[config.mk]
export PLATFORM = sky130hd
export DESIGN_NAME = fft_dma_engine
export DESIGN_NICKNAME = d
export VERILOG_FILES = /design/src/rtl/fft_dma_engine.sv
export SDC_FILE = /design/constraint.sdc
export NUM_CORES = 1
export LEC_CHECK = 0
export CORE_AREA = 3 3 265 267
export DETAILED_ROUTE_END_ITERATION = 16
export DIE_AREA = 0 0 268 270
export GPL_ROUTABILITY_DRIVEN = 0
export HOLD_SLACK_MARGIN = 0.03
export PLACE_DENSITY = 0.68
export SYNTH_ARGS = -nofsm -noshare
export SYNTH_HDL_FRONTEND = slang
export SYNTH_SLANG_ARGS = --single-unit
[constraint.sdc]
create_clock -name clk -period 19.2 [get_ports clk]
set_input_delay 3.84 -clock clk [delete_from_list [all_inputs] [get_ports clk]]
set_output_delay 3.84 -clock clk [all_outputs]
set_load 0.02 [all_outputs]
[src/rtl/fft_dma_engine.sv]
// fft_dma_engine
//   Moves FFT_N complex Q1.15 samples between the word-wide data memory and the
//   FFT core. On an accepted start it reads W=FFT_N/2 packed RE words and then
//   W packed IM words, unpacks them onto the core's flat input buses, pulses
//   fft_start, waits for fft_done, captures the core's flat outputs, and writes
//   them back in place (RE words first, then IM words) before pulsing done.
//
// Ports
//   clk, reset          rising-edge clock, asynchronous active-high reset
//   start               one-cycle request, honoured only while idle
//   re_base, im_base    byte bases of the RE / IM regions (low 2 bits ignored)
//   busy, done          activity flag / one-cycle completion pulse
//   mem_addr            word-aligned byte address for reads and writes
//   mem_rd_en           read strobe, data on mem_rdata one cycle later
//   mem_wr_en           full-word write strobe with mem_wdata
//   mem_rdata           read data
//   fft_start           one-cycle launch pulse to the core
//   fft_done            core completion (level or pulse)
//   fft_in_*_flat       core inputs, sample i at [i*DATA_W +: DATA_W]
//   fft_out_*_flat      core results, same layout, valid with fft_done
// Memory word k holds {sample[2k+1], sample[2k]}.
module fft_dma_engine #(
  parameter int FFT_N  = 8,
  parameter int DATA_W = 16,
  parameter int ADDR_W = 32
) (
  input  logic                      clk,
  input  logic                      reset,
  input  logic                      start,
  input  logic [ADDR_W-1:0]         re_base,
  input  logic [ADDR_W-1:0]         im_base,
  output logic                      busy,
  output logic                      done,
  output logic [ADDR_W-1:0]         mem_addr,
  output logic                      mem_rd_en,
  output logic                      mem_wr_en,
  output logic [31:0]               mem_wdata,
  input  logic [31:0]               mem_rdata,
  output logic                      fft_start,
  input  logic                      fft_done,
  output logic [FFT_N*DATA_W-1:0]   fft_in_re_flat,
  output logic [FFT_N*DATA_W-1:0]   fft_in_im_flat,
  input  logic [FFT_N*DATA_W-1:0]   fft_out_re_flat,
  input  logic [FFT_N*DATA_W-1:0]   fft_out_im_flat
);

  localparam int W  = FFT_N / 2;
  localparam int CW = $clog2(2 * W) + 1;
  localparam int FW = FFT_N * DATA_W;
  localparam int PW = 2 * DATA_W;

  typedef enum logic [2:0] {
    S_IDLE,
    S_RD,
    S_DRAIN,
    S_LAUNCH,
    S_WAIT,
    S_WR,
    S_FIN
  } state_t;

  state_t              state_q, state_d;
  logic [CW-1:0]       cnt_q, cnt_d;
  logic [ADDR_W-1:0]   re_base_q, re_base_d;
  logic [ADDR_W-1:0]   im_base_q, im_base_d;

  logic                cap_vld_q;
  logic [CW-1:0]       cap_idx_q;
  logic [FW-1:0]       in_re_q, in_im_q;
  logic [FW-1:0]       res_re_q, res_im_q;

  // Word index within the current region for the transfer counter and for
  // the delayed read-capture index; counts W..2W-1 address the IM region.
  logic                cnt_is_im;
  logic [CW-1:0]       widx;
  logic                cap_is_im;
  logic [CW-1:0]       cap_word;

  assign cnt_is_im = (cnt_q >= CW'(W));
  assign widx      = cnt_is_im ? (cnt_q - CW'(W)) : cnt_q;
  assign cap_is_im = (cap_idx_q >= CW'(W));
  assign cap_word  = cap_is_im ? (cap_idx_q - CW'(W)) : cap_idx_q;

  // State register
  always_ff @(posedge clk or posedge reset) begin
    if (reset) begin
      state_q   <= S_IDLE;
      cnt_q     <= '0;
      re_base_q <= '0;
      im_base_q <= '0;
    end else begin
      state_q   <= state_d;
      cnt_q     <= cnt_d;
      re_base_q <= re_base_d;
      im_base_q <= im_base_d;
    end
  end

  // Next-state logic
  always_comb begin
    state_d   = state_q;
    cnt_d     = cnt_q;
    re_base_d = re_base_q;
    im_base_d = im_base_q;
    case (state_q)
      S_IDLE: begin
        if (start) begin
          re_base_d = {re_base[ADDR_W-1:2], 2'b00};
          im_base_d = {im_base[ADDR_W-1:2], 2'b00};
          cnt_d     = '0;
          state_d   = S_RD;
        end
      end
      S_RD: begin
        if (cnt_q == CW'(2 * W - 1)) begin
          cnt_d   = '0;
          state_d = S_DRAIN;
        end else begin
          cnt_d = cnt_q + 1'b1;
        end
      end
      S_DRAIN:  state_d = S_LAUNCH;
      S_LAUNCH: state_d = S_WAIT;
      S_WAIT: begin
        if (fft_done) state_d = S_WR;
      end
      S_WR: begin
        if (cnt_q == CW'(2 * W - 1)) begin
          cnt_d   = '0;
          state_d = S_FIN;
        end else begin
          cnt_d = cnt_q + 1'b1;
        end
      end
      S_FIN:   state_d = S_IDLE;
      default: state_d = S_IDLE;
    endcase
  end

  // Output logic; memory strobes decode straight from the state register so a
  // reset removes them without waiting for a clock edge.
  always_comb begin
    busy      = (state_q != S_IDLE);
    done      = (state_q == S_FIN);
    fft_start = (state_q == S_LAUNCH);
    mem_rd_en = (state_q == S_RD);
    mem_wr_en = (state_q == S_WR);
    mem_addr  = '0;
    mem_wdata = '0;
    if (state_q == S_RD || state_q == S_WR) begin
      mem_addr = (cnt_is_im ? im_base_q : re_base_q) + ADDR_W'({widx, 2'b00});
    end
    if (state_q == S_WR) begin
      mem_wdata = 32'(cnt_is_im ? res_im_q[widx * PW +: PW]
                                : res_re_q[widx * PW +: PW]);
    end
  end

  // Datapath: read data lands one cycle after issue, so the capture index is
  // the counter value delayed by one cycle; DRAIN picks up the final IM word.
  always_ff @(posedge clk or posedge reset) begin
    if (reset) begin
      cap_vld_q <= 1'b0;
      cap_idx_q <= '0;
      in_re_q   <= '0;
      in_im_q   <= '0;
      res_re_q  <= '0;
      res_im_q  <= '0;
    end else begin
      cap_vld_q <= (state_q == S_RD);
      cap_idx_q <= cnt_q;
      if (cap_vld_q) begin
        if (cap_is_im) in_im_q[cap_word * PW +: PW] <= mem_rdata[PW-1:0];
        else           in_re_q[cap_word * PW +: PW] <= mem_rdata[PW-1:0];
      end
      if (state_q == S_WAIT && fft_done) begin
        res_re_q <= fft_out_re_flat;
        res_im_q <= fft_out_im_flat;
      end
    end
  end

  assign fft_in_re_flat = in_re_q;
  assign fft_in_im_flat = in_im_q;

endmodule

==> results.sh <==
export IMPL_cts_tree="yes"
export IMPL_tightest_slew_ns=1.20
export IMPL_setup_slack_ns=9.14
export IMPL_place_area_um2=32700
export IMPL_wirelength_um=82400
export IMPL_cp_top_family="simple AND/OR/NAND/NOR gates"
export IMPL_firstDrtPassIters=4
export IMPL_rsz0062_at_grt="false"
export IMPL_clk_latency_ns=0.61
export IMPL_initial_core_util_pct=36.7
export IMPL_cp_slowest_cell="buf_4"
export IMPL_cts_resized=0
export IMPL_viasPerCell=5.19
export IMPL_post_route_cell_area_um2=34900
export IMPL_design_portCount=681
export IMPL_yosys_warnings=0
export IMPL_numCtsBuffers=67
export IMPL_crit_path_frequent_cell="nand2_1"
export IMPL_dp_hpwl_um=60200
export IMPL_route_antenna_remaining_nets=0
export IMPL_syn_cell_area_um2=25100
export IMPL_grt_pass1_vias=19800
export IMPL_synthTopCellsByArea="dfrtp_1, mux2_2, mux4_2"
export IMPL_synth_cell_type_count=61
export IMPL_die_h_um=270
export IMPL_antenna_found_initial=26
export IMPL_vias=18700
export IMPL_post_cts_buffers=0
export IMPL_fin_crit_ns=10.06
export IMPL_critPathKind="reg2out"
export IMPL_max_stage_delay_ns=0.81
export IMPL_syn_to_final_growth_pct=39.3
export IMPL_synth_seq_area_share_pct=58.3
export IMPL_max_cap_violations=0
export IMPL_p_leak_nw=14.6
export IMPL_yosysTopAreaCell="dfrtp_1"
export IMPL_netlist_instances=2010
export IMPL_pre_cts_ws_ns=9.75
export IMPL_grt_max_degree=186
export IMPL_cts_path_max_buffers=3
export IMPL_htree_levels=3
export IMPL_wire_per_inst_um=23.0
export IMPL_cp_arrival_ns=6.22
export IMPL_cp_required_ns=15.36
export IMPL_hold_viol_final=0
export IMPL_crit_chain="nor2_4 > buf_4 > nand2_1 > nand2_1 > ha_1 > o21ai_0 > o21bai_1 > nand4_1 > or4_1 > a21oi_1 > clkdlybuf4s50_1"
export IMPL_numPortBuffers=674
export IMPL_critPathBufInv=2
export IMPL_startpoint_type="flop"
export IMPL_ff_latch_area_um2=14600
export IMPL_nFillCells=5887
export IMPL_clock_skew_ns=0.0446
export IMPL_synth_ff_type="dfrtp_1"
export IMPL_peakVddDrop_v=0.0000856
export IMPL_synthArstFlopShare_pct=100
export IMPL_track_usage_pct=22.5
export IMPL_whs_ns=0.443
export IMPL_cts_hold_buffers=0
export IMPL_drive_gt1_share_pct=21.9
export IMPL_fin_tns_setup_ns=0
export IMPL_hold_class="reg2reg"
export IMPL_clk_pin_slew_ns=0.06
export IMPL_root_buffer="clkbuf_16"
export IMPL_placementRows=96
export IMPL_drtIter0Drc=1138
export IMPL_status="finished, final reports clean"
export IMPL_cts_sinks=584
export IMPL_die_w_um=268
export IMPL_core_area_um2=68300
export IMPL_avgSynthCellArea_um2=12.5
export IMPL_synth_edf_count=0
export IMPL_yosys_register_bits=584
export IMPL_critPathMaxFanout=59
export IMPL_clock_fmax_mhz=99.4
export IMPL_maxSlewHeadroom_pct=19.7
export IMPL_finalSetupViolations=0
export IMPL_final_max_slew_violation_count=0
export IMPL_synth_top_area_share_pct=58.3
export IMPL_power_density_nw_per_um2=184
export IMPL_finalPower_w=0.00642
export IMPL_worst_setup_path_end_kind="output port"
export IMPL_grt_pass1_wl_um=123000
export IMPL_grt_ovfl_total=0
export IMPL_multi_input_area_um2=9830
export IMPL_dieArea_um2=72400
export IMPL_fin_crit_sh_pct=52.4
export IMPL_nNetsFinal=3009
export IMPL_drc=0
==> synthesized netlist by cell type, drive strengths merged, types with 6 or more instances <==
cell type and count:
a21oi 41, and2 9, and3 7, buf 23, clkbuf 108, dfrtp 584
ha 7, inv 43, mux2 381, mux2i 15, mux4 64, nand2 335
nand2b 6, nand3 41, nand4 7, nor2 21, nor3 21, nor4 6
o211ai 6, o21ai 208
==> registers in the layout (all words and copies together), names as in the netlist <==
signal          count
cap_idx_q           4
cap_vld_q           1
cnt_q               4
fft_in_im_flat    128
fft_in_re_flat    128
im_base_q          30
re_base_q          30
res_im_q          128
res_re_q          128
state_q             3
==> layout make-up <==
type,instances,share of cell area (%)
inverter,44,0.484
sequential,584,41.9
tap,882,3.16
antenna,15,0.108
clock inverter,19,0.778
multi-input combinational,1252,28.1
clock buffer,99,5.58
timing repair buffer,696,19.9
==> path summary, 6_finish.rpt <==
path | cells after the start | endpoint | slack, ns | start
worst max register to register | 9 | fft_in_re_flat[107] | 15.51 | cap_idx_q[3]
max in group asynchronous | 5 | fft_in_im_flat[6] | 12.52 | reset
worst min-delay path | 0 | cap_idx_q[1] | 0.44 | cnt_q[1]
worst max-delay path | 11 | mem_addr[31] | 9.14 | cnt_q[2]
worst min register to register | 0 | cap_idx_q[1] | 0.44 | cnt_q[1]
min in group asynchronous | 3 | res_re_q[34] | 3.98 | reset
==> cells in the final DEF, fill, tap and decap left out, types with 18 or more instances in the layout <==
| cell type | count |
|---|---|
| clkbuf_1 | 18 |
| dfrtp_1 | 582 |
| mux2_2 | 381 |
| clkbuf_16 | 68 |
| a21oi_1 | 41 |
| nand3_1 | 41 |
| nor2_1 | 19 |
| nand2_1 | 332 |
| inv_1 | 42 |
| nor3_1 | 21 |
| o21ai_0 | 205 |
| mux4_2 | 64 |
| buf_4 | 20 |
| clkdlybuf4s50_1 | 674 |
==> through the flow <==
stage,std cells,util (%)
after floorplan,2011,-
after global routing,3587,51.1
after global placement,3458,47.8
after detailed placement,3458,47.8
final,3591,51.1
after CTS,3576,51.0
==> power breakdown <==
part           switching (W)  leakage, nW  internal, W
sequential          0.000388         6.91      0.00184
clock               0.000524         1.08     0.000752
combinational        0.00151         6.63      0.00141
total                0.00242         14.6      0.00400
==> routing by layer <==
metal	GRT usage (%)	vias up	wire (um)
met4	10.0	18	3540
met3	7.64	167	7320
li1	-	8357	-
met2	38.5	712	41200
met1	25.2	9401	30200
met5	0	-	116
==> cells by family after synthesis <==
| group | share of synthesized area [%] |
|---|---|
| muxes | 23.5 |
| AOI/OAI and AO/OA | 6.37 |
| and+or+nand+nor | 8.45 |
| adders and majority gates | 0.429 |
| xor gates and xnor gates | 0.245 |
| buffers and inverters | 2.72 |
| other | 0.0150 |
| DFF | 58.3 |
Power figures use the tool's default switching activity.
